<file path="src/rtl/hazard_pkg.sv">
// hazard_pkg: shared types and constants for the hazard scoreboard.
// Provides the per-stage entry record, the forward-select width helper and the
// register-file select constant. REG_W_MAX bounds the REG_ADDR_W parameter.
package hazard_pkg;
   localparam int REG_W_MAX   = 8;
   localparam int FWD_REGFILE = 0;
   typedef struct packed {
      logic                 v;
      logic [REG_W_MAX-1:0] dst;
      logic                 is_load;
   } entry_t;
   function automatic int fwd_sel_w(input int n);
      return n < 1 ? 1 : $clog2(n + 1);
   endfunction
endpackage

</file>
<file path="src/rtl/hazard_scoreboard_if.sv">
// hazard_scoreboard_if: decode-stage bundle between the CPU decode logic and the scoreboard.
// master = decode side (drives id_*, flush; receives stall, selects, stage_valid, stall_cycles).
// slave  = scoreboard side.
interface hazard_scoreboard_if #(
   parameter int REG_ADDR_W = 5,
   parameter int NUM_STAGES = 3,
   parameter int CNT_W      = 32
);
   import hazard_pkg::*;
   localparam int SW = fwd_sel_w(NUM_STAGES);
   logic                  id_valid;
   logic [REG_ADDR_W-1:0] id_rs;
   logic [REG_ADDR_W-1:0] id_rt;
   logic                  id_rs_used;
   logic                  id_rt_used;
   logic [REG_ADDR_W-1:0] id_dst;
   logic                  id_we;
   logic                  id_is_load;
   logic                  flush;
   logic                  stall;
   logic [SW-1:0]         fwd_rs_sel;
   logic [SW-1:0]         fwd_rt_sel;
   logic [NUM_STAGES-1:0] stage_valid;
   logic [CNT_W-1:0]      stall_cycles;
   modport master (
      output id_valid, id_rs, id_rt, id_rs_used, id_rt_used, id_dst, id_we, id_is_load, flush,
      input  stall, fwd_rs_sel, fwd_rt_sel, stage_valid, stall_cycles
   );
   modport slave (
      input  id_valid, id_rs, id_rt, id_rs_used, id_rt_used, id_dst, id_we, id_is_load, flush,
      output stall, fwd_rs_sel, fwd_rt_sel, stage_valid, stall_cycles
   );
endinterface

</file>
<file path="src/rtl/hazard_scoreboard_fwd_match.sv">
// fwd_match: priority encoder picking the youngest tracked stage that writes operand r.
// Ports: stg (entries, index 0 = EXE), r/used (operand), sel (0 = regfile, k = stage k),
// is_load (winning producer is a load).
module fwd_match
   import hazard_pkg::*;
#(
   parameter int NUM_STAGES = 3,
   parameter int SW         = fwd_sel_w(NUM_STAGES)
) (
   input  entry_t [NUM_STAGES-1:0] stg,
   input  logic [REG_W_MAX-1:0]    r,
   input  logic                    used,
   output logic [SW-1:0]           sel,
   output logic                    is_load
);
   always_comb begin
      sel     = SW'(FWD_REGFILE);
      is_load = 1'b0;
      // scan oldest to youngest so the youngest match is the one left standing
      for (int k = NUM_STAGES - 1; k >= 0; k--) begin
         if (stg[k].v && stg[k].dst == r && r != '0 && used) begin
            sel     = SW'(k + 1);
            is_load = stg[k].is_load;
         end
      end
   end
endmodule

</file>
<file path="src/rtl/hazard_scoreboard.sv">
// hazard_scoreboard: tracks post-decode writers and produces decode stall and forward selects.
// Ports: clk, rst (async active-low), bus (hazard_scoreboard_if.slave).
// HAZARD_SCOREBOARD_FWD_EN defined: forwarding with load-use stall only.
// Undefined: selects tied to regfile, stall on any pending writer until it retires.
module hazard_scoreboard
   import hazard_pkg::*;
#(
   parameter int REG_ADDR_W = 5,
   parameter int NUM_STAGES = 3,
   parameter int LOAD_READY = 2,
   parameter int CNT_W      = 32
) (
   input logic              clk,
   input logic              rst,
   hazard_scoreboard_if.slave bus
);
   localparam int SW = fwd_sel_w(NUM_STAGES);
   entry_t [NUM_STAGES-1:0] stg_q, stg_d;
   logic [CNT_W-1:0]        cnt_q, cnt_d;
   logic [SW-1:0]           rs_sel, rt_sel;
   logic                    rs_ld, rt_ld, load_use, hazard, stall, enter;
   fwd_match #(.NUM_STAGES(NUM_STAGES), .SW(SW)) u_rs (
      .stg(stg_q), .r(REG_W_MAX'(bus.id_rs)), .used(bus.id_rs_used), .sel(rs_sel), .is_load(rs_ld)
   );
   fwd_match #(.NUM_STAGES(NUM_STAGES), .SW(SW)) u_rt (
      .stg(stg_q), .r(REG_W_MAX'(bus.id_rt)), .used(bus.id_rt_used), .sel(rt_sel), .is_load(rt_ld)
   );
   always_comb begin
      load_use = (rs_ld & (int'(rs_sel) < LOAD_READY)) | (rt_ld & (int'(rt_sel) < LOAD_READY));
`ifdef HAZARD_SCOREBOARD_FWD_EN
      hazard = load_use;
`else
      hazard = (rs_sel != SW'(FWD_REGFILE)) | (rt_sel != SW'(FWD_REGFILE)) | load_use;
`endif
      stall = bus.id_valid & ~bus.flush & hazard;
      enter = bus.id_valid & ~stall & ~bus.flush & bus.id_we & (bus.id_dst != '0);
      stg_d[0] = enter ? entry_t'{v: 1'b1, dst: REG_W_MAX'(bus.id_dst), is_load: bus.id_is_load} : entry_t'('0);
      for (int k = 1; k < NUM_STAGES; k++) stg_d[k] = stg_q[k-1];
      cnt_d = (stall & ~&cnt_q) ? cnt_q + CNT_W'(1) : cnt_q;
   end
   always_ff @(posedge clk or negedge rst) begin
      if (!rst) begin
         stg_q <= '0;
         cnt_q <= '0;
      end else begin
         stg_q <= stg_d;
         cnt_q <= cnt_d;
      end
   end
   always_comb begin
      for (int k = 0; k < NUM_STAGES; k++) bus.stage_valid[k] = stg_q[k].v;
   end
   assign bus.stall        = stall;
   assign bus.stall_cycles = cnt_q;
`ifdef HAZARD_SCOREBOARD_FWD_EN
   assign bus.fwd_rs_sel = rs_sel;
   assign bus.fwd_rt_sel = rt_sel;
`else
   assign bus.fwd_rs_sel = SW'(FWD_REGFILE);
   assign bus.fwd_rt_sel = SW'(FWD_REGFILE);
`endif
endmodule
</file>
<file path="src/flat_wrapper.sv">
// flat-port wrapper written by rule: the top's interface ports become plain ports
module hazard_scoreboard_flat import hazard_pkg::*;
#(
   parameter int REG_ADDR_W = 5,
   parameter int NUM_STAGES = 3,
   parameter int LOAD_READY = 2,
   parameter int CNT_W      = 32
)
  (clk, rst, bus_id_valid, bus_id_rs, bus_id_rt, bus_id_rs_used, bus_id_rt_used, bus_id_dst, bus_id_we, bus_id_is_load, bus_flush, bus_stall, bus_fwd_rs_sel, bus_fwd_rt_sel, bus_stage_valid, bus_stall_cycles);
  hazard_scoreboard_if #(.REG_ADDR_W(REG_ADDR_W), .NUM_STAGES(NUM_STAGES), .CNT_W(CNT_W)) bus_i ();
  input logic clk;
  input logic rst;
  input wire logic [$bits(bus_i.id_valid)-1:0] bus_id_valid;
  input wire logic [$bits(bus_i.id_rs)-1:0] bus_id_rs;
  input wire logic [$bits(bus_i.id_rt)-1:0] bus_id_rt;
  input wire logic [$bits(bus_i.id_rs_used)-1:0] bus_id_rs_used;
  input wire logic [$bits(bus_i.id_rt_used)-1:0] bus_id_rt_used;
  input wire logic [$bits(bus_i.id_dst)-1:0] bus_id_dst;
  input wire logic [$bits(bus_i.id_we)-1:0] bus_id_we;
  input wire logic [$bits(bus_i.id_is_load)-1:0] bus_id_is_load;
  input wire logic [$bits(bus_i.flush)-1:0] bus_flush;
  output wire logic [$bits(bus_i.stall)-1:0] bus_stall;
  output wire logic [$bits(bus_i.fwd_rs_sel)-1:0] bus_fwd_rs_sel;
  output wire logic [$bits(bus_i.fwd_rt_sel)-1:0] bus_fwd_rt_sel;
  output wire logic [$bits(bus_i.stage_valid)-1:0] bus_stage_valid;
  output wire logic [$bits(bus_i.stall_cycles)-1:0] bus_stall_cycles;
  assign bus_i.id_valid = bus_id_valid;
  assign bus_i.id_rs = bus_id_rs;
  assign bus_i.id_rt = bus_id_rt;
  assign bus_i.id_rs_used = bus_id_rs_used;
  assign bus_i.id_rt_used = bus_id_rt_used;
  assign bus_i.id_dst = bus_id_dst;
  assign bus_i.id_we = bus_id_we;
  assign bus_i.id_is_load = bus_id_is_load;
  assign bus_i.flush = bus_flush;
  assign bus_stall = bus_i.stall;
  assign bus_fwd_rs_sel = bus_i.fwd_rs_sel;
  assign bus_fwd_rt_sel = bus_i.fwd_rt_sel;
  assign bus_stage_valid = bus_i.stage_valid;
  assign bus_stall_cycles = bus_i.stall_cycles;
  hazard_scoreboard #(.REG_ADDR_W(REG_ADDR_W), .NUM_STAGES(NUM_STAGES), .LOAD_READY(LOAD_READY), .CNT_W(CNT_W)) u_core (.clk(clk), .rst(rst), .bus(bus_i));
endmodule
</file>
<file path="config.mk">
export PLATFORM = sky130hd
export DESIGN_NAME = hazard_scoreboard_flat
export DESIGN_NICKNAME = d
export VERILOG_FILES = /design/src/rtl/hazard_pkg.sv /design/src/rtl/hazard_scoreboard_if.sv /design/src/rtl/hazard_scoreboard_fwd_match.sv /design/src/rtl/hazard_scoreboard.sv /design/src/flat_wrapper.sv
export SDC_FILE = /design/constraint.sdc
export NUM_CORES = 1
export LEC_CHECK = 0
export ABC_AREA = 1
export CAP_MARGIN = 20
export CORE_ASPECT_RATIO = 0.9
export CORE_MARGIN = 2
export CORE_UTILIZATION = 40
export DETAILED_ROUTE_END_ITERATION = 12
export PLACE_DENSITY = 0.61
export SLEW_MARGIN = 30
export SYNTH_ARGS = -nofsm -noshare
export SYNTH_HDL_FRONTEND = slang
export SYNTH_SLANG_ARGS = --single-unit
</file>
<file path="constraint.sdc">
create_clock -name clk -period 3.05 [get_ports clk]
set_clock_uncertainty 0.05 [all_clocks]
set_input_delay 0.61 -clock clk [delete_from_list [all_inputs] [get_ports clk]]
set_output_delay 0.61 -clock clk [all_outputs]
set_load 0.01 [all_outputs]
</file>
==> Yosys cells after proc, flatten, opt, wreduce, memory -nomap -nowiden <==
Index checks and enable logic that the tools add are counted.
{ "classes": {"bitwise": 14, "n_eq_ne": 6, "add_sub_neg": 1, "n_mux": 13, "n_lt_le_gt_ge": 2, "n_reduce_logical": 25} }
{ "op_table": {"columns": ["cell", "count"], "rows": [
  ["$eq A8 B5 Y1", 6],
  ["$add A32 B1 Y32 const B", 1],
  ["$reduce_and A32 Y1", 1],
  ["$logic_and A1 B1 Y1", 18],
  ["$reduce_bool A8 Y1", 2],
  ["$mux W2", 6],
  ["$mux W10", 1],
  ["$and A1 B1 Y1", 9],
  ["$mux W1", 6],
  ["$reduce_bool A5 Y1", 1],
  ["$lt A2 B2 Y1 const B", 2],
  ["$reduce_bool A2 Y1", 2],
  ["$or A1 B1 Y1", 3],
  ["$not A1 Y1", 2],
  ["$logic_not A1 Y1", 1]
]} }
{ "word_totals": {"inputBits": 23, "reg_bits": 62, "word_cells": 71, "out_inout_bits": 40} }

==> Depth between registers and ports, before layout <==
Gate-level depths: netlist (run 1).
{ "logic_depth": {"depth_word": 18, "mapped_depth": 12, "depth_no_buf": 11} }

==> Modules after synthesis <==
A second synthesis (run 1) with hierarchy kept.
{ "hier_totals": {"hier_cells": 654, "area_unflattened_um2": 3993.8} }
{ "modules_own_cells": {"columns": ["module", "area_per_inst_um2", "n_inst", "cells_each"], "rows": [
  ["hazard_scoreboard", 2880.3, 1, 402],
  ["fwd_match", 556.8, 2, 126]
]} }

==> Worst setup path after synthesis (run 1) <==
No wires, ideal clock.
{ "synth_path": {"kind": "input to output", "from": "input bus_id_rs[0]", "to": "output bus_stall", "path_stages": 9, "path_slack_ns": 0.946, "arrival_ns": 1.444, "required_ns": 2.390, "cell_sequence": "inv_1 > nor2_1 > a21oi_1 > nand3_1 > nand3_1 > nand2_1 > nand2_1 > inv_1 > nor2_1"} }
{ "synth_via": {"elab_chain_cells": 12, "elab_cells_between_ends": 26} }
{ "synth_lines": {"columns": ["element", "line", "rtl"], "rows": [
  ["from (decl)", "flat_wrapper.sv:14", "input wire logic [$bits(bus_i.id_rs)-1:0] bus_id_rs;"],
  ["$eq A8 B5 Y1", "hazard_scoreboard_fwd_match.sv:21", "if (stg[k].v && stg[k].dst == r && r != '0 && used) begin"],
  ["$logic_and A1 B1 Y1 (3 in series)", "hazard_scoreboard_fwd_match.sv:21", null],
  ["$mux W2 (3 in series)", "hazard_scoreboard_fwd_match.sv:21", null],
  ["$lt A2 B2 Y1", "hazard_scoreboard.sv:29", "load_use = (rs_ld & (int'(rs_sel) < LOAD_READY)) | (rt_ld & (int'(rt_sel) < LOAD_READY));"],
  ["$and A1 B1 Y1", "hazard_scoreboard.sv:29", null],
  ["$or A1 B1 Y1", "hazard_scoreboard.sv:29", null],
  ["$or A1 B1 Y1 (*)", "hazard_scoreboard.sv:33", "hazard = (rs_sel != SW'(FWD_REGFILE)) | (rt_sel != SW'(FWD_REGFILE)) | load_use;"],
  ["$and A1 B1 Y1 (*)", "hazard_scoreboard.sv:35", "stall = bus.id_valid & ~bus.flush & hazard;"],
  ["to (decl)", "flat_wrapper.sv:22", "output wire logic [$bits(bus_i.stall)-1:0] bus_stall;"]
]} }
Every way passes the cells marked *; elsewhere a longest branch is shown, timed or not.

==> Worst setup path in the final report (run 1) <==
{ "layout_path": {"from": "input bus_id_rs[3]", "to": "output bus_stall"} }
Same word-level chain as after synthesis.

==> metrics.md, run 1 <==
| Metric | Value |
|---|---|
| Worst path arrival time | `2.23 ns` |
| Total Wirelength | `between 9 and 10 mm` |
| Skew-Pair Late Insertion Delay | `0.31 ns` |
| Fmax | `346 MHz` |
| Min-Delay Path Class | `in2async` |
| Final Cycle Share | `94.7%` |
| Total Die Area | `slightly above 9000 um2` |
| CTS root buffer | `clkbuf_8` |
| Avg Vias per Cell | `4.90` |
| RSZ-0062 raised after global routing | `false` |
| Routability cong. | `just over 0.9` |
| Tot GR Track Use | `roughly 22%` |
| Chip width | `101 um` |
| Core ar. | `8180 um2` |
| R2R setup slack | `0.79 ns` |
| Post-Synthesis Cells | `525` |
| Initial Utilization | `41.7%` |
| First-pass GRT wire length | `16.5 mm` |
| Sink Count | `50` |
| Total grt overflow | `0` |
| Top-area cell type share of the netlist area | `roughly 37%` |
| FF-to-FF Start | `u_core.bus.stall_cycles[0]` |
| Slew @ Worst Pin | `0.613 ns` |
| Post-synth cell types | `25` |
| Status | `finished clean` |
| Synth top area cells | `dfrtp_1, nand2_1, nand4_1` |
| Iter 0 DRT Violations | `304` |
| Max H-tree Level | `2` |
| Worst setup startpoint | `bus_id_rs[3]` |
| Final min period | `2.89 ns` |
| Asr flop ratio synth | `100%` |
| Worst slack, placed | `-0.130 ns` |
| Final worst slack | `around 0.16 ns` |
| Ys Warns | `0` |
| CTS tree | `yes` |
| Vias in the first global route | `3300` |
| Initial antenna violation count | `0` |
| DP Cell Count | `699` |
| Area grow syn2layout | `24.7%` |
| Number of max-cap violations | `0` |
| Pins Over Slew Limit | `0` |
| Pin count of the biggest net entering global routing | `35` |
| Seq cells post-synth | `50` |
| WP data required | `2.39 ns` |
| IO Pins | `63` |
| # DRC | `0` |
| List of most frequent post-synthesis cells | `nand2_1, nor2_1, inv_1` |
| Clock Path Buffers | `2` |
| Count leader, synth | `nand2_1` |
| Peak supply drop | `0.000180 V` |
| Crit-path max cell delay | `0.50 ns` |
| Routed len/inst | `about 14 um` |
| Leakage | `0.00207 uW` |
| CP max stage cell | `clkdlybuf4s50_1` |
| Post-synthesis sequential area ratio | `a little over a third` |
| CP most frequent cell | `nand2_1` |
| CP Launch Type | `input pin` |
| Height of the die | `between 90 and 100 um` |
| Ant. Diodes | `0` |
| Post-synth EDFFs | `0` |
| Post-route ant nets | `0` |
| Drt pass-1 iters | `5` |
| NumNets Final | `615` |
| Slew headroom | `about 59%` |
| Post-synth top area cell | `dfrtp_1` |
| Std cell rows | `31` |
| Clk slew on worst S/H paths | `about 0.1 ns` |
| Top_reg_cell synth | `dfrtp_1` |
| HPWL Detailed | `7.47 mm` |
| Post-Syn Area | `3410 um2` |
| Setup Viol. Count Final | `0` |
| Post-CTS Hold Buffers | `0` |
| P per Cell Area | `305 nW/um2` |
| Finished Layout Cells | `around 710` |
| CTS Buf Count | `5` |
| PortBufs | `57` |
| Total negative slack | `0 ns` |
| Via count | `3463` |
| Setup crit end kind | `output pin` |
| Setup CP Type | `in2out` |
| Proportion of layout cells with a drive suffix above 1 | `6.59%` |
| Cell chain of the critical path | `clkdlybuf4s50_1 -> inv_1 -> nand2_1 -> nand2_1 -> nor2_2 -> nand3_1 -> nand3_1 -> nand2_1 -> nand2_1 -> inv_1 -> nor2_1 -> dlygate4sd2_1` |
| Finished Core Util | `52.0%` |
| Fin. Hold Viols | `0` |
| Syn Area/Cell | `6.50 um2` |
| Crit path max fanout | `4` |
layout make-up:
cell class	instances	area, um2
clock inverters	3	45.0
flip-flops and latches	50	1250
inverters	57	214
repair buffers	75	696
fillers	865	3930
multi-input cells	402	1840
well taps	115	144
clock buffers	5	68.8
final timing paths:
kind | end | depth (start not counted)
setup / recovery | bus_stall | 12
min in group clk | u_core.stg_q[22] | 0
hold / removal | u_core.bus.stall_cycles[14] | 1
max in group asynchronous | u_core.bus.stall_cycles[21] | 2
hold reg to reg | u_core.stg_q[22] | 0
setup reg to reg | u_core.bus.stall_cycles[12] | 10
per-stage QoR:
| stage | hold WS, ns | total power (uW) | cell area (um2) |
|---|---|---|---|
| final | 0.253 | 1300 | 4260 |
| after floorplan | 0.264 | 758 | 3420 |
| after CTS | 0.264 | 1320 | 4260 |
| after global routing | 0.304 | 1370 | 4260 |
| after global placement | 0.331 | 836 | 4140 |
| after detailed placement | 0.341 | 837 | 4140 |
state kept, by name, indices dropped and copies added, names as in the netlist:
name / cells
u_core.bus.stage_valid: 3
u_core.bus.stall_cycles: 32
u_core.stg_d: 10
u_core.stg_q: 5
layout by cell type, fill, tap and decap left out:
cell type        count
dfrtp_1             50
inv_2                2
xnor2_1              4
nand4_1             40
bufinv_16            1
conb_1               4
nand4_2              1
nor2_2               3
buf_2                1
dlygate4sd2_1        4
ha_1                 1
clkdlybuf4s50_1     52
inv_1               55
nor2_1              63
xor2_1              11
nand2_1            225
o21ai_0              6
nand3_2              3
nand3b_1            10
nand3_1             15
a21oi_1              2
nor3_4               1
buf_4               18
clkbuf_8             5
nor3_1              11
nor2_4               1
clkinvlp_4           2
nor3b_2              1
per-layer routing:
layer / up-vias / share of wire [%] / routed length [um] / GRT usage [%]
met5: - / 0 / 0 / 0
met3: 5 / 6.6 / 637 / 2.59
li1: 1769 / - / - / -
met1: 1573 / 53 / 5170 / 38.4
met4: 0 / 0.49 / 48 / 3.04
met2: 116 / 40 / 3860 / 29.5
worst max-delay path, delay by kind of cell:
family | cells | cell delay, ns
buffers and inverters | 4 | 0.93
and+or+nand+nor | 8 | 0.69
cell families after synthesis:
| family | Yosys count | share of synthesized area [%] |
|---|---|---|
| compound gates | 8 | 1.17 |
| fa+ha+maj | 1 | 0.367 |
| other cells | 1 | 0.110 |
| buf+inv | 76 | 10.0 |
| simple gates | 374 | 47.8 |
| flops | 50 | 36.7 |
| xor+xnor | 15 | 3.85 |
timing repair:
item / CTS / global route
buffers inserted: 0 / 0
setup endpoints to repair: 1 / 0
resized for setup: 5 / 0
endpoints found under the hold margin: 0 / 0
report_power, final:
part	switching, uW	internal, uW
clock network	232	244
logic	78.9	58.8
registers	13.1	672
(Power assumes the default switching activity.)
==> run 2, diff against run 1 <==
- CELL_PAD_IN_SITES_DETAIL_PLACEMENT: default -> 1
- CELL_PAD_IN_SITES_GLOBAL_PLACEMENT: default -> 2
- CORE_UTILIZATION: 40 -> 30
- PLACE_DENSITY: 0.61 -> 0.81
- SKIP_CTS_REPAIR_TIMING: default -> 1
==> run 2 against run 1 <==
Effect of this change:
- sequential power about the same
- die area increased by 32%
- wire length rose by 18%
- register-to-register slack worse by 0.07 ns
- non-clock buffer count unchanged
- worst hold slack better by 0.095 ns
- largest cell class unchanged
- combinational power rose by 4%
- utilization fell by 12 points
- first-iteration DRC count down 45%
- power rose by 14%
==> metrics.md, run 2 (same netlist as run 1, synthesis figures left out) <==
| Metric | Value |
|---|---|
| Iter 0 DRT Violations | `168 (was 304)` |
| Pins Over Slew Limit | `0 (unchanged)` |
| Fmax | `348 MHz (was 346 MHz)` |
| Hold WS | `0.348 ns (was 0.253 ns)` |
| Initial Utilization | `31.2% (was 41.7%)` |
| DP Cell Count | `736 (was 699)` |
| Min-Delay Path Class | `reg2reg (was in2async)` |
| Vias in the first global route | `3811 (was 3300)` |
| # DRC | `0 (unchanged)` |
| Via count | `3510 (was 3463)` |
| WP data required | `2.39 ns (about the same)` |
| Setup Viol. Count Final | `0 (unchanged)` |
| Worst path arrival time | `2.21 ns (was 2.23 ns)` |
| Initial antenna violation count | `0 (unchanged)` |
| Crit-path max cell delay | `0.57 ns (was 0.50 ns)` |
| Slew @ Worst Pin | `0.692 ns (was 0.613 ns)` |
| Crit path max fanout | `5 (was 4)` |
| Commonest non-fill, non-tap cell in the layout | `nand2_1 (unchanged)` |
| Tot GR Track Use | `20.0% (was 22.3%)` |
| Skew-Pair Late Insertion Delay | `0.30 ns (was 0.31 ns)` |
| CTS Buf Count | `5 (unchanged)` |
| First-pass GRT wire length | `19.4 mm (was 16.5 mm)` |
| Fin. Hold Viols | `0 (unchanged)` |
| CTS tree | `yes (unchanged)` |
| Height of the die | `105 um (was 91.6 um)` |
| Proportion of layout cells with a drive suffix above 1 | `6.76% (was 6.59%)` |
| Ant. Diodes | `0 (unchanged)` |
| P per Cell Area | `340 nW/um2 (was 305 nW/um2)` |
| Final Cycle Share | `94.2% (was 94.7%)` |
| Area grow syn2layout | `27.6% (was 24.7%)` |
| Total Wirelength | `11.5 mm (was 9.72 mm)` |
| CP max stage cell | `clkdlybuf4s50_1 (unchanged)` |
| Pin count of the biggest net entering global routing | `51 (was 35)` |
| Status | `finished clean (unchanged)` |
| Slew headroom | `53.8% (was 59.2%)` |
| Leakage | `0.00211 uW (was 0.00207 uW)` |
| IO Pins | `63 (unchanged)` |
| HPWL Detailed | `8.78 mm (was 7.47 mm)` |
| Total grt overflow | `0 (unchanged)` |
| Clock Path Buffers | `2 (unchanged)` |
| Chip width | `116 um (was 101 um)` |
| CP Launch Type | `input pin (unchanged)` |
| Cell chain of the critical path | `clkdlybuf4s50_1 -> inv_1 -> nand2_1 -> nand2_1 -> nor2_1 -> nand3_1 -> nand3_1 -> nand2_1 -> nand2_1 -> inv_1 -> nor2_1 -> clkbuf_2 (was clkdlybuf4s50_1 -> inv_1 -> nand2_1 -> nand2_1 -> nor2_2 -> nand3_1 -> nand3_1 -> nand2_1 -> nand2_1 -> inv_1 -> nor2_1 -> dlygate4sd2_1)` |
| Std cell rows | `36 (was 31)` |
| PortBufs | `57 (unchanged)` |
| Finished Layout Cells | `744 (was 707)` |
| Setup crit end kind | `output pin (unchanged)` |
| Routed len/inst | `15.4 um (was 13.7 um)` |
| Sink Count | `50 (unchanged)` |
| Buffers & Inverters on Critical Path | `4 (unchanged)` |
| Max H-tree Level | `2 (unchanged)` |
| Total negative slack | `0 ns (unchanged)` |
| CTS root buffer | `clkbuf_16 (was clkbuf_8)` |
| Core ar. | `10900 um2 (was 8180 um2)` |
| Avg Vias per Cell | `4.72 (was 4.90)` |
| Clk slew on worst S/H paths | `0.07 ns (was 0.10 ns)` |
| Final min period | `2.87 ns (was 2.89 ns)` |
| Drt pass-1 iters | `4 (was 5)` |
| Finished Core Util | `39.8% (was 52.0%)` |
| Post-route ant nets | `0 (unchanged)` |
| Peak supply drop | `0.000167 V (was 0.000180 V)` |
| Top delay family on crit path | `buffers and inverters (unchanged)` |
| CP most frequent cell | `nand2_1 (unchanged)` |
| Setup CP Type | `in2out (unchanged)` |
| Most frequent cells in the layout | `nand2_1, nor2_1, inv_1 (unchanged)` |
| NumNets Final | `615 (unchanged)` |
| Number of flip-flops in the largest register | `32 (unchanged)` |
| RSZ-0062 raised after global routing | `false (unchanged)` |
| Number of max-cap violations | `0 (unchanged)` |
| Total Die Area | `12200 um2 (was 9290 um2)` |
| Routability cong. | `0.891 (was 0.930)` |
run 2: changes by cell type in the layout (fill, tap and decap cells not counted), moves of 2 or more:
cell,before,now
clkinv_2,0,2
clkbuf_16,0,5
clkdlybuf4s50_1,52,54
clkbuf_8,5,0
clkinvlp_4,2,0
dlygate4sd2_1,4,0
run 2: routing by layer:
metal	vias to the layer above	share of wire (%)	track usage, %	wire, um
met5	-	0	0	0
met1	1680	49	28.9	5670
met2	62	46	32.3	5340
met4	0	0.17	2.81	19
met3	2	4.0	3.02	462
li1	1766	-	-	-
run 2: power by group:
group          total, uW  internal, uW  switching, uW
sequential           684           672           12.6
combinational        144          61.4           82.9
clock                654           385            269
run 2: final cells by class:
class	instances	area, um2
fill	1421	6590
multi-input combinational	402	1840
sequential	50	1250
timing repair buffer	75	698
inverter	57	214
tap	152	190
clock buffer	5	125
clock inverter	3	40.0
run 2: path summary, 6_finish.rpt:
check | start | end | slack [ns] | cells after the start
setup / recovery | bus_id_rs[4] | bus_stall | 0.18 | 12
hold / removal | u_core.stg_d[22] | u_core.stg_q[22] | 0.35 | 0
setup reg to reg | u_core.bus.stall_cycles[0] | u_core.bus.stall_cycles[22] | 0.72 | 9
hold reg to reg | u_core.stg_d[22] | u_core.stg_q[22] | 0.35 | 0
max in group asynchronous | rst | u_core.stg_d[23] | 2.10 | 2
min in group asynchronous | rst | u_core.bus.stall_cycles[12] | 0.38 | 2
run 2: stage by stage:
stage               worst slack (ns)  power, uW  area [um2]
floorplan                      0.946        758        3420
global placement              -0.196        841        4190
detailed placement            -0.255        843        4190
CTS                           -0.256       1500        4360
global route                 0.00244       1540        4360
finish                         0.178       1480        4360
